### src/rtl/fifo_sync_flags.sv
// ---------------------------------------------------------------------------
// fifo_sync_flags
//   Single-clock FIFO with selectable show-ahead (FWFT) or registered read,
//   programmable almost-full / almost-empty thresholds, occupancy count,
//   overflow / underflow error pulses and a synchronous flush.
//
// Ports
//   clk           rising-edge clock
//   rst           asynchronous active-high reset
//   clr           synchronous flush (priority over wr/rd)
//   data_in       write data
//   wr / rd       write / read requests
//   data_out      read data (registered or show-ahead, see SHOW_AHEAD)
//   full, empty   count == DEPTH / count == 0
//   almost_full   count >= AF_THRESH
//   almost_empty  count <= AE_THRESH
//   count         occupancy 0..DEPTH
//   overflow      one-cycle pulse after a rejected write
//   underflow     one-cycle pulse after a rejected read
// ---------------------------------------------------------------------------
module fifo_sync_flags #(
    parameter int DATA_WIDTH = 8,
    parameter int ADDR_WIDTH = 4,
    parameter bit SHOW_AHEAD = 1'b0,
    parameter int AF_THRESH  = (1 << ADDR_WIDTH) - 2,
    parameter int AE_THRESH  = 2
) (
    input  logic                  clk,
    input  logic                  rst,
    input  logic                  clr,
    input  logic [DATA_WIDTH-1:0] data_in,
    input  logic                  wr,
    input  logic                  rd,
    output logic [DATA_WIDTH-1:0] data_out,
    output logic                  full,
    output logic                  empty,
    output logic                  almost_full,
    output logic                  almost_empty,
    output logic [ADDR_WIDTH:0]   count,
    output logic                  overflow,
    output logic                  underflow
);

    localparam int DEPTH = 1 << ADDR_WIDTH;
    localparam logic [ADDR_WIDTH-1:0] PTR_ONE = 1;
    localparam logic [ADDR_WIDTH:0]   CNT_ONE = 1;
    localparam logic [ADDR_WIDTH:0]   CNT_MAX = DEPTH[ADDR_WIDTH:0];

    generate
        if (!(AE_THRESH < AF_THRESH && AF_THRESH <= DEPTH)) begin : g_bad_thresh
            $error("fifo_sync_flags: need AE_THRESH < AF_THRESH <= DEPTH");
        end
    endgenerate

    logic [DATA_WIDTH-1:0] mem [DEPTH];
    logic [ADDR_WIDTH-1:0] wr_ptr, rd_ptr;
    logic                  wr_ok, rd_ok;

    // Flags decode straight from the registered count.
    assign full         = (count == CNT_MAX);
    assign empty        = (count == '0);
    assign almost_full  = (int'(count) >= AF_THRESH);
    assign almost_empty = (int'(count) <= AE_THRESH);

    // A read while full frees a slot, so the write is accepted too.
    // A read while empty is rejected even if a write lands this cycle.
    assign rd_ok = rd && !empty;
    assign wr_ok = wr && (!full || rd);

    // Storage is deliberately not reset.
    always_ff @(posedge clk) begin
        if (wr_ok && !clr)
            mem[wr_ptr] <= data_in;
    end

    always_ff @(posedge clk or posedge rst) begin
        if (rst) begin
            wr_ptr    <= '0;
            rd_ptr    <= '0;
            count     <= '0;
            overflow  <= 1'b0;
            underflow <= 1'b0;
        end else if (clr) begin
            wr_ptr    <= '0;
            rd_ptr    <= '0;
            count     <= '0;
            overflow  <= 1'b0;
            underflow <= 1'b0;
        end else begin
            if (wr_ok) wr_ptr <= wr_ptr + PTR_ONE;
            if (rd_ok) rd_ptr <= rd_ptr + PTR_ONE;
            case ({wr_ok, rd_ok})
                2'b10:   count <= count + CNT_ONE;
                2'b01:   count <= count - CNT_ONE;
                default: count <= count;
            endcase
            overflow  <= wr && full && !rd;
            underflow <= rd && empty;
        end
    end

    generate
        if (SHOW_AHEAD) begin : g_fwft
            // Head word is visible whenever the FIFO holds data.
            assign data_out = empty ? '0 : mem[rd_ptr];
        end else begin : g_reg
            logic [DATA_WIDTH-1:0] dout_q;
            always_ff @(posedge clk or posedge rst) begin
                if (rst)
                    dout_q <= '0;
                else if (clr)
                    dout_q <= '0;
                else if (rd_ok)
                    dout_q <= mem[rd_ptr];
            end
            assign data_out = dout_q;
        end
    endgenerate

endmodule

### config.mk
export PLATFORM = sky130hd
export DESIGN_NAME = fifo_sync_flags
export DESIGN_NICKNAME = d
export VERILOG_FILES = /design/src/rtl/fifo_sync_flags.sv
export SDC_FILE = /design/constraint.sdc
export NUM_CORES = 1
export LEC_CHECK = 0
export ABC_AREA = 1
export BUFFER_PORTS_ARGS = -buffer_cell sky130_fd_sc_hd__buf_2
export CORE_ASPECT_RATIO = 0.9
export CORE_MARGIN = 3
export CORE_UTILIZATION = 55
export DETAILED_ROUTE_END_ITERATION = 8
export PLACE_DENSITY = 0.76
export SYNTH_ARGS = -nofsm -noshare
export SYNTH_HDL_FRONTEND = slang
export SYNTH_SLANG_ARGS = --single-unit
### constraint.sdc
create_clock -name clk -period 1.85 [get_ports clk]
set_clock_uncertainty 0.15 [all_clocks]
set_input_delay 0.0925 -clock clk [delete_from_list [all_inputs] [get_ports clk]]
set_output_delay 0.0925 -clock clk [all_outputs]
set_load 0.02 [all_outputs]
# After elaboration in Yosys (flattened, before gate mapping)
# Memory sizes are Yosys's and may differ from the RTL's.
# Index checks and enable logic that the tools add are counted.
# W data, S select, Z words.
word_totals:
  memories: 1
  wordCells: 43
  output_inout_bits: 19
  mem_bits_rw: 128
  input_bits: 13
  regBits: 23
mem_list:
  columns: ["memory", "words", "width", "read_ports", "rd_clocked_by_memory_dff", "wr", "line", "source"]
  rows:
  - ["mem", 16, 8, 1, 0, 1, "55", "logic [DATA_WIDTH-1:0] mem [DEPTH];"]
classes:
  n_eq_ne: 3
  addsub: 4
  magnitude_cmp: 2
  n_mux: 12
  n_reduce_logical: 15
ops:
  columns: ["operator", "n"]
  rows:
  - ["$mux W4", 4]
  - ["$mux W8", 2]
  - ["$pmux W5 S2", 1]
  - ["$add A4 B1 Y4 const B", 2]
  - ["$logic_and A1 B1 Y1", 6]
  - ["$add A5 B1 Y5 const B", 1]
  - ["$eq A5 B5 Y1 const B", 1]
  - ["$ge A5 B4 Y1 const B", 1]
  - ["$le A5 B2 Y1 const B", 1]
  - ["$logic_not A5 Y1", 1]
  - ["$mux W5", 1]
  - ["$sub A5 B1 Y5 const B", 1]
  - ["$logic_not A1 Y1", 4]
  - ["$mux W1", 4]
  - ["$reduce_bool A2 Y1", 2]
  - ["$reduce_bool A3 Y1", 1]
  - ["$eq A2 B1 Y1 const B", 1]
  - ["$eq A2 B2 Y1 const B", 1]
  - ["$logic_or A1 B1 Y1", 1]

# Longest topological paths before layout
# Gate-level depths: netlist (run 1).
depth:
  ltp_word: 7
  depth_mapped: 14
  mapped_depth_nobuf: 14

# Least setup slack after synthesis (run 1)
# No wires, ideal clock.
synth_path:
  path_type: "register -> register"
  from: "reg count[1]"
  to: "mem mem[0][0], enable pin"
  setup_slack_ns: -0.263
  stages_incl_launch_ff: 9
  synth_period_minus_slack_ns: 2.113
  n_path_buf: 0
  setup_ns: 0.370
  required_time_ns: 1.330
  arrival_time_ns: 1.592
  cell_sequence: "dfrtp_1 nor2_4 nand2_2 nor3_4 nand2_2 nand3_1 inv_1 nand2_1 nor2_1"
synth_via:
  elab_chain_len: 7
synth_lines:
  columns: ["item", "line", "source"]
  rows:
  - ["from (decl)", "39", "output logic [ADDR_WIDTH:0] count,"]
  - ["from (signal assigned)", "93", "2'b10: count <= count + CNT_ONE;"]
  - ["from (signal assigned)", "94", "2'b01: count <= count - CNT_ONE;"]
  - ["from (signal assigned)", "95", "default: count <= count;"]
  - ["$eq A5 B5 Y1", "60", "assign full = (count == CNT_MAX);"]
  - ["net full", "35", "output logic full,"]
  - ["$logic_not A1 Y1", "68", "assign wr_ok = wr && (!full || rd);"]
  - ["$logic_or A1 B1 Y1", "68", null]
  - ["$logic_and A1 B1 Y1", "68", null]
  - ["$logic_and A1 B1 Y1", "72", "if (wr_ok && !clr)"]
  - ["$mux W1", "72", null]
  - ["$mux W1 (implied by the code)", "73", "mem[wr_ptr] <= data_in;"]
  - ["to (decl)", "55", null]
# The timed path passes the listed nets, and every way through them passes these cells.

# Worst setup path after layout (run 1)
layout_path:
  from: "reg rd_ptr[0]"
  to: "reg g_reg.dout_q[5] (netlist: data_out[5])"
layout_via:
  elab_chain_len: 3
layout_lines:
  columns: ["item", "line", "source"]
  rows:
  - ["from (decl)", "56", "logic [ADDR_WIDTH-1:0] wr_ptr, rd_ptr;"]
  - ["from (signal assigned)", "91", "if (rd_ok) rd_ptr <= rd_ptr + PTR_ONE;"]
  - ["$mem_v2 Z16 W8", null, null]
  - ["$mux W8", "113", "else if (rd_ok)"]
  - ["$mux W8", "111", "else if (clr)"]
  - ["to (signal assigned)", "114", "dout_q <= mem[rd_ptr];"]
  - ["to (decl)", "107", "logic [DATA_WIDTH-1:0] dout_q;"]
# Every way passes these cells. The select of a mux whose other input is x is not followed.
# A chain may end at the register's enable or synchronous reset.

==> results.py, run 1 <==
metrics = {
    "run_status": {
        "status": "finished, violations left",
        "violations": "negative setup slack",
    },
    "clocking": {
        "cts_tree": "done",
        "clock_latency_ns": 0.42,
        "clockBufferDepth": 2,
        "root_buffer": "clkbuf_16",
        "cts_sinks": 151,
        "clk_pin_slew_ns": 0.06,
        "htreeDepth": 4,
        "cts_made_buffers": 17,
    },
    "placed_design": {
        "place_congestion": 0.931,
        "io_buffers": 31,
        "detailed_place_hpwl_microns": 9540,
        "place_worst_setup_slack_ns": -0.00675,
        "placed_area_sq_um": 6930,
    },
    "final_layout": {
        "areaGrowthSynthToFinish_pct": 24.5,
        "layout_common_cells": "128 x edfxtp_1, 74 x nor2_1, 72 x o21ai_0, 63 x nand2_1, 31 x buf_2",
        "fin_area_sq_um": 7840,
        "drive_gt1_share_pct": 24.1,
        "nNetsFinal": 613,
        "final_core_util_pct": 71.4,
        "diodes": 0,
        "mostFrequentLayoutCell": "edfxtp_1",
    },
    "yosys": {
        "syn-num-nets": 547,
        "netlist_area_sq_um": 6300,
        "synth_top_area_share_pct": 61.0,
        "synth_area_leaders": "edfxtp_1 61%, dfrtp_1 9.1%, o21ai_0 5.7%",
        "synth_cells": 527,
        "ys_types": 30,
        "synth_top_area_cell": "edfxtp_1",
        "ys_warn_count": 0,
        "yosys_register_bits": 151,
        "synth-seq-area-share_pct": 70.1,
        "avgSynthCellArea_sq_um": 12.0,
    },
    "power": {
        "leakage_nw": 2.88,
        "p_per_area_nw_per_um2": 1360,
        "vdd_drop_max_mv": 0.942,
    },
    "detailed_routing": {
        "firstDrtPassIters": 5,
        "wire_per_inst_microns": 20.3,
        "drcViolationCount": 0,
        "wl_microns": 15400,
        "ant_nets": 0,
        "drtIter0Drc": 552,
        "vias": 4389,
        "via_per_inst": 5.80,
    },
    "critical_path": {
        "crit_start": "rd_ptr[0]",
        "required_ns": 2.01,
        "reg2reg_to": "data_out[5]",
        "critPathMaxFanout": 17,
        "r2r-start": "rd_ptr[0]",
        "critPathLaunchType": "flop",
        "reg2reg_depth": 8,
        "reg2reg_slack_ns": -0.02,
        "crit_end": "data_out[5]",
        "crit_arrival_ns": 2.03,
        "end_kind": "flop",
        "critPathKind": "flop to flop",
    },
    "global_route": {
        "grt_pass1_vias": 4245,
        "overflow": 0,
        "grt_max_degree": 57,
        "antenna_found_initial": 0,
        "track_usage_pct": 24.3,
        "grt_pass1_wl_microns": 22900,
    },
    "floorplanning": {
        "die_area_sq_um": 12800,
        "core_sq_um": 11000,
        "io_pins": 32,
        "die_h_microns": 108,
        "die_w_microns": 119,
        "start_util_pct": 57.3,
        "rows": 36,
    },
    "sta": {
        "tns_ns": -0.0324,
        "setup_ws_ns": -0.0189,
        "fmax_mhz": 535,
        "setup_viol": 2,
        "hold_violations": 0,
        "slew-limit-headroom_pct": 71.1,
        "period_needed_ns": 1.87,
        "rsz0062_at_grt": "yes",
        "fin_crit_sh_pct": 101,
        "slew_violations": 0,
        "tightestPinTransition_ns": 0.434,
    },
    "worst_hold_path": {
        "min_path_type": "primary input to asynchronous set/reset pin",
    },
    "flow_run": {
        "maxCapViolCount": 0,
    },
}
==> logic make-up (layout without fill, tap and decap cells) <==
logic type,count (synthesis),in the layout,share of synthesized area (%)
AOI/OAI and AO/OA,112,112,11.2
xor gates and xnor gates,1,1,0.139
adders and majority gates,7,7,1.39
buffers and inverters,49,127,3.06
DFF,151,151,70.1
and+or+nand+nor,207,207,14.1
==> cells in the mapped netlist <==
library cell    n
a21oi_1         2
a21oi_4         2
buf_2           6
clkbuf_1       17
clkbuf_2        1
clkinv_1        2
dfrtp_1        23
edfxtp_1      128
ha_1            7
inv_1          19
inv_2           4
nand2_1        71
nand2_2         5
nand2_4         1
nand3_1        28
nand3_2         1
nand4_1         2
nor2_1         91
nor2_2          1
nor2_4          1
nor2_8          1
nor3_1          4
nor3_4          1
o211ai_1        3
o21a_1          1
o21ai_0        72
o21ai_1         2
o21ai_2         1
o221ai_1       29
xnor2_1         1
==> metal layers <==
layer / vias to the layer above / part of all wire (%) / track usage [%] / routed length [microns]
li1: 2041 / - / - / -
met1: 2115 / 42 / 33.1 / 6400
met2: 199 / 48 / 37.2 / 7320
met3: 34 / 8.6 / 7.36 / 1330
met4: 0 / 2.3 / 9.26 / 347
met5: - / 0 / 0 / 0
==> through the flow <==
stage	std cells	hold WS, ns	power (W)
detailed placement	707	0.0116	0.00684
CTS	751	0.113	0.0103
floorplan	527	-0.0559	0.00580
global route	757	0.151	0.0111
global placement	707	-0.00237	0.00680
finish	757	0.111	0.0106
==> registers in the layout, summed over array words and instances, names as in the netlist <==
signal / flops
rd_ptr: 4
mem: 128
data_out: 8
overflow: 1
underflow: 1
wr_ptr: 4
count: 5
==> power by group <==
part | internal (W) | switching (W)
Clock | 0.00209 | 0.00125
Combinational | 0.00121 | 0.00210
Sequential | 0.00387 | 0.000131
Total | 0.00717 | 0.00348
==> layout make-up <==
type,count,area (sq um)
multi-input cells,327,1970
clock buffers,20,437
well taps,152,190
clock inverters,11,133
repair buffers,71,577
inverters,25,109
fillers,766,3150
flip-flops and latches,151,4430
==> worst min path at each step <==
| stage | startpoint | slack (ns) | to | cells past startpoint |
|---|---|---|---|---|
| CTS | rst | 0.11 | wr_ptr[2] | 4 |
| global placement | rst | -0.002 | data_out[2] | 3 |
| finish | rst | 0.11 | wr_ptr[2] | 4 |
| floorplan | rst | -0.06 | data_out[0] | 1 |
| detailed placement | rst | 0.01 | data_out[1] | 3 |
| global route | rst | 0.15 | data_out[1] | 4 |
==> worst max-delay path: stages, from the launching register on <==
cell      delay, ns
dfrtp_2        0.48
inv_4          0.09
buf_12         0.16
o21ai_0        0.30
o221ai_1       0.22
nand3_1        0.14
nand2_1        0.09
nand2_1        0.08
nand2_1        0.05
==> repair_timing <==
item	in CTS	in global routing
pin swaps	7	18
setup endpoints to repair	1	135
buffers inserted	0	4
resized for setup	5	25
hold buffers	13	0
cloned	0	2
hold endpoints to repair	171	0
(Power assumes the default switching activity.)
==> inputs of run 2 (changes only) <==
--- a/config.mk
+++ b/config.mk
@@ -10,4 +10,4 @@
 export CORE_ASPECT_RATIO = 0.9
-export CORE_MARGIN = 3
 export CORE_UTILIZATION = 55
+export CTS_CLUSTER_SIZE = 14
 export DETAILED_ROUTE_END_ITERATION = 8
--- a/constraint.sdc
+++ b/constraint.sdc
@@ -4,2 +4,2 @@
 set_output_delay 0.0925 -clock clk [all_outputs]
-set_load 0.02 [all_outputs]
+set_load 0.1 [all_outputs]
==> results.py, run 2 (synthesis results as in run 1) <==
metrics = {
    "critical_path": {
        "path_cells": "nor2_4 > buf_6 > nand2_4 > nor3_4 > nand2_2 > nand3_4 > clkinv_8 > nand2_8 > buf_6 > nor2_4",
        "critPathKind": "flop to flop",
        "r2r-start": "count[2]",
        "slowest_delay_ns": 0.49,
        "crit_arrival_ns": 2.03,
        "required_ns": 1.85,
        "slowest_stage": "dfrtp_4",
        "critPathMaxFanout": 8,
        "end_kind": "flop",
        "critPathLaunchType": "flop",
        "reg2reg_slack_ns": -0.17,
        "crit_start": "count[2]",
    },
    "detailed_routing": {
        "vias": 4756,
        "drcViolationCount": 0,
        "wire_per_inst_microns": 22.0,
        "drtIter0Drc": 569,
        "ant_nets": 0,
        "firstDrtPassIters": 5,
        "via_per_inst": 6.14,
        "wl_microns": 17000,
    },
    "global_route": {
        "track_usage_pct": 29.4,
        "overflow": 0,
        "antenna_found_initial": 1,
        "grt_pass1_wl_microns": 25200,
        "grt_max_degree": 49,
        "grt_pass1_vias": 4621,
    },
    "sta": {
        "period_needed_ns": 2.02,
        "setup_ws_ns": -0.173,
        "rsz0062_at_grt": "yes",
        "tightestPinTransition_ns": 0.497,
        "fin_crit_sh_pct": 109,
        "hold_violations": 0,
        "setup_viol": 138,
        "fmax_mhz": 494,
        "fin_hold_ws_ns": 0.0629,
        "slew-limit-headroom_pct": 67.1,
        "slew_violations": 0,
        "tns_ns": -13.51,
    },
    "run_status": {
        "status": "finished, violations left",
        "violations": "negative setup slack",
    },
    "placed_design": {
        "detailed_place_hpwl_microns": 10100,
        "io_buffers": 31,
        "placed_area_sq_um": 7000,
        "place_congestion": 0.884,
    },
    "final_layout": {
        "areaGrowthSynthToFinish_pct": 28.5,
        "layout_common_cells": "128 x edfxtp_1, 74 x nor2_1, 67 x o21ai_0, 62 x nand2_1, 34 x buf_4",
        "nNetsFinal": 630,
        "mostFrequentLayoutCell": "edfxtp_1",
        "diodes": 0,
        "fin_area_sq_um": 8100,
        "largest_reg_flops": 128,
        "largest_register": "mem",
        "drive_gt1_share_pct": 27.8,
    },
    "power": {
        "vdd_drop_max_mv": 1.07,
        "leakage_nw": 3.01,
        "p_comb_share_pct": 39.6,
        "finalPower_w": 0.0125,
        "pwr-share-seq_pct": 31.9,
        "power.internal_w": 0.00757,
        "p_per_area_nw_per_um2": 1540,
        "p_sw_w": 0.00490,
        "power.clock.fraction_pct": 28.5,
        "p_sw_share_pct": 39.3,
    },
    "clocking": {
        "clk_pin_slew_ns": 0.06,
        "cts_sinks": 151,
        "cts_made_buffers": 17,
        "root_buffer": "clkbuf_16",
        "clock_latency_ns": 0.42,
        "clockBufferDepth": 2,
        "cts_tree": "done",
        "htreeDepth": 4,
    },
    "floorplanning": {
        "die_w_microns": 115,
        "core_sq_um": 11000,
        "rows": 36,
        "die_area_sq_um": 11900,
        "io_pins": 32,
        "die_h_microns": 104,
        "start_util_pct": 57.3,
    },
    "worst_hold_path": {
        "min_path_type": "primary input to flop",
        "hp-start": "wr",
    },
    "flow_run": {
        "maxCapViolCount": 0,
    },
}
==> run 2: cell count changes in the layout (fill, tap and decap cells not counted), moves of 3 or more <==
cell,before,now
clkinv_4,0,3
dfrtp_4,0,3
buf_6,1,6
inv_6,0,4
dfrtp_2,6,3
buf_12,4,7
o21ai_0,72,67
buf_4,20,34
buf_2,31,28
o21ai_1,2,5
==> run 2: stage by stage <==
stage	std cells	setup WS (ns)	util (%)
final	775	-0.173	73.7
after global routing	775	-0.259	73.7
after CTS	771	-0.131	72.3
after detailed placement	723	-0.184	63.7
after global placement	723	-0.0882	63.7
after floorplan	527	-0.844	-
==> run 2: worst paths after layout <==
kind	to	cells after the start
worst max-delay path	mem[8][3]	10
worst min-delay path	overflow	4
worst max register to register	mem[8][3]	10
worst min register to register	data_out[2]	2
max in group asynchronous	rd_ptr[0]	4
min in group asynchronous	count[2]	3
==> run 2: power groups by stage <==
stage | combinational, W | clock (W) | sequential, W
4_1_cts | 0.00446 | 0.00356 | 0.00398
6_report | 0.00493 | 0.00355 | 0.00398
3_5_place_dp | 0.00422 | 0 | 0.00405
2_1_floorplan | 0.00194 | 0 | 0.00490
5_1_grt | 0.00518 | 0.00370 | 0.00400
3_3_place_gp | 0.00414 | 0 | 0.00404
==> run 2: final cells by class <==
class                           instances  area, sq um
Clock buffer                           19          443
Clock inverter                         13          169
Fill cell                             682         2890
Inverter                               25          111
Multi-Input combinational cell        327         1990
Sequential cell                       151         4430
Tap cell                              152          190
Timing Repair Buffer                   88          763
==> run 2: critical path: cells and delay by family, from the launching register on <==
kind,cells,cell delay [ns]
flops,1,0.49
simple gates,7,0.77
buf+inv,3,0.35
==> run 2: metal layers <==
metal | share of wire (%) | global-route usage (%)
met5 | 0 | 0
met4 | 2.7 | 12.2
met3 | 12 | 9.77
met2 | 48 | 45.5
met1 | 37 | 38.4
==> run 2: timing repair <==
action / CTS / global route
endpoints found under the setup margin: 135 / 149
pin swaps: 10 / 14
gates resized for setup: 38 / 24
hold endpoints to repair: 161 / 0
setup buffers: 5 / 5
gates cloned: 0 / 2
hold buffers: 11 / 0
==> inputs of run 3 (changes only) <==
CORE_UTILIZATION = 61   (was 55)
PLACE_DENSITY = 0.79   (was 0.76)
clock period = 1.88 ns   (was 1.85 ns; I/O delays follow)
==> results.py, run 3 (synthesis results as in run 1) <==
metrics = {
    "run_status": {
        "status": "finished, violations left",
        "violations": "negative setup slack",
    },
    "final_layout": {
        "final_core_util_pct": 80.1,
        "layoutNonFillerInstCount": 744,
        "mostFrequentLayoutCell": "edfxtp_1",
        "areaGrowthSynthToFinish_pct": 25.5,
        "largest_register": "mem",
        "largest_reg_flops": 128,
        "layout_common_cells": "128 x edfxtp_1, 73 x nor2_1, 69 x o21ai_0, 66 x nand2_1, 33 x buf_4",
        "diodes": 0,
        "fin_area_sq_um": 7910,
        "nNetsFinal": 625,
        "drive_gt1_share_pct": 26.1,
    },
    "power": {
        "vdd_drop_max_mv": 1.01,
        "finalPower_w": 0.0119,
        "leakage_nw": 2.99,
        "p_per_area_nw_per_um2": 1500,
    },
    "sta": {
        "setup_ws_ns": -0.0773,
        "rsz0062_at_grt": "yes",
        "period_needed_ns": 1.96,
        "hold_violations": 0,
        "slew_violations": 0,
        "tns_ns": -3.30,
        "fin_crit_sh_pct": 104,
        "setup_viol": 103,
        "slew-limit-headroom_pct": 56.9,
        "tightestPinTransition_ns": 0.646,
        "fmax_mhz": 511,
    },
    "critical_path": {
        "slowest_stage": "dfrtp_4",
        "path_cells": "nor2_4 > nand2_2 > nor3_4 > nand2_2 > buf_4 > nand2_2 > nand2_4 > a21oi_4 > nand2_1 > o21ai_2",
        "critPathLaunchType": "flop",
        "critPathKind": "flop to flop",
        "required_ns": 2.07,
        "slowest_delay_ns": 0.49,
        "critPathMaxFanout": 5,
        "end_kind": "flop",
        "crit_arrival_ns": 2.15,
        "reg2reg_depth": 10,
        "reg2reg_slack_ns": -0.08,
        "path_common_cell": "nand2_2",
    },
    "placed_design": {
        "placed_area_sq_um": 6910,
        "place_congestion": 0.930,
        "io_buffers": 31,
        "detailed_place_hpwl_microns": 10200,
        "dpl.cell_count": 693,
    },
    "detailed_routing": {
        "wire_per_inst_microns": 22.5,
        "vias": 4629,
        "wl_microns": 16700,
        "ant_nets": 0,
        "firstDrtPassIters": 5,
        "drtIter0Drc": 651,
        "drcViolationCount": 0,
        "via_per_inst": 6.22,
    },
    "global_route": {
        "overflow": 0,
        "grt_pass1_vias": 4373,
        "grt_pass1_wl_microns": 24300,
        "track_usage_pct": 31.9,
        "antenna_found_initial": 0,
        "grt_max_degree": 34,
    },
    "clocking": {
        "clockBufferDepth": 2,
        "clock_latency_ns": 0.42,
        "root_buffer": "clkbuf_16",
        "clk_pin_slew_ns": 0.06,
        "htreeDepth": 4,
        "cts_made_buffers": 17,
        "cts_tree": "done",
        "cts_sinks": 151,
    },
    "floorplanning": {
        "start_util_pct": 63.8,
        "die_area_sq_um": 10700,
        "die_h_microns": 98.4,
        "io_pins": 32,
        "core_sq_um": 9870,
        "rows": 34,
        "die_w_microns": 109,
    },
    "flow_run": {
        "maxCapViolCount": 0,
    },
    "worst_hold_path": {
        "min_path_type": "primary input to asynchronous set/reset pin",
    },
}
run 3: cell count changes in the layout (fill, tap and decap cells not counted), moves of 3 or more:
cell       delta
buf_6         -4
bufinv_16     -3
clkbuf_16     +3
inv_2         +3
inv_4         +4
inv_6         -4
nand2_1       +4
nand2_2       -3
nand2_8       -3
run 3: timing repair:
action	CTS	global route
pin swaps	2	15
hold endpoints to repair	155	1
hold buffers	13	1
gates resized for setup	18	28
gates cloned	0	1
endpoints found under the setup margin	134	139
buffers inserted	0	5
run 3: worst max-delay path, delay by kind of cell (launching register included):
family	cells	cell delay [ns]
compound gates	2	0.27
simple gates	7	0.80
buf+inv	1	0.16
flops	1	0.49
run 3: power by group:
group	total [W]	internal, W	switching (W)
logic	0.00457	0.00135	0.00323
clock network	0.00336	0.00203	0.00132
registers	0.00393	0.00381	0.000114
run 3: final cells by class:
class	count	area, sq um
Timing Repair Buffer	83	686
Fill cell	537	1960
Sequential cell	151	4430
Inverter	25	98.8
Multi-Input combinational cell	327	1940
Clock inverter	9	51.3
Tap cell	126	158
Clock buffer	23	543
run 3: path summary, 6_finish.rpt:
kind | from | endpoint
max | count[1] | count[2]
max reg2reg | count[1] | count[2]
min reg2reg | data_out[6] | data_out[6]
max in group asynchronous | rst | count[4]
min in group clk | data_out[6] | data_out[6]
min | rst | data_out[0]
run 3: metal layers:
metal  wire [microns]  vias to the layer above  track usage (%)
met5                0                        -                0
met4              206                        0             12.8
met1             6360                     2215             44.4
met3             2130                       22             11.4
li1                 -                     2063                -
met2             8030                      329             46.0
run 3: metrics by stage:
step	hold WS, ns	worst slack [ns]
2_1_floorplan	-0.0542	-0.814
3_3_place_gp	0.0476	-0.0598
3_5_place_dp	0.0557	-0.142
4_1_cts	0.0575	-0.0740
5_1_grt	0.210	-0.196
6_report	0.157	-0.0773
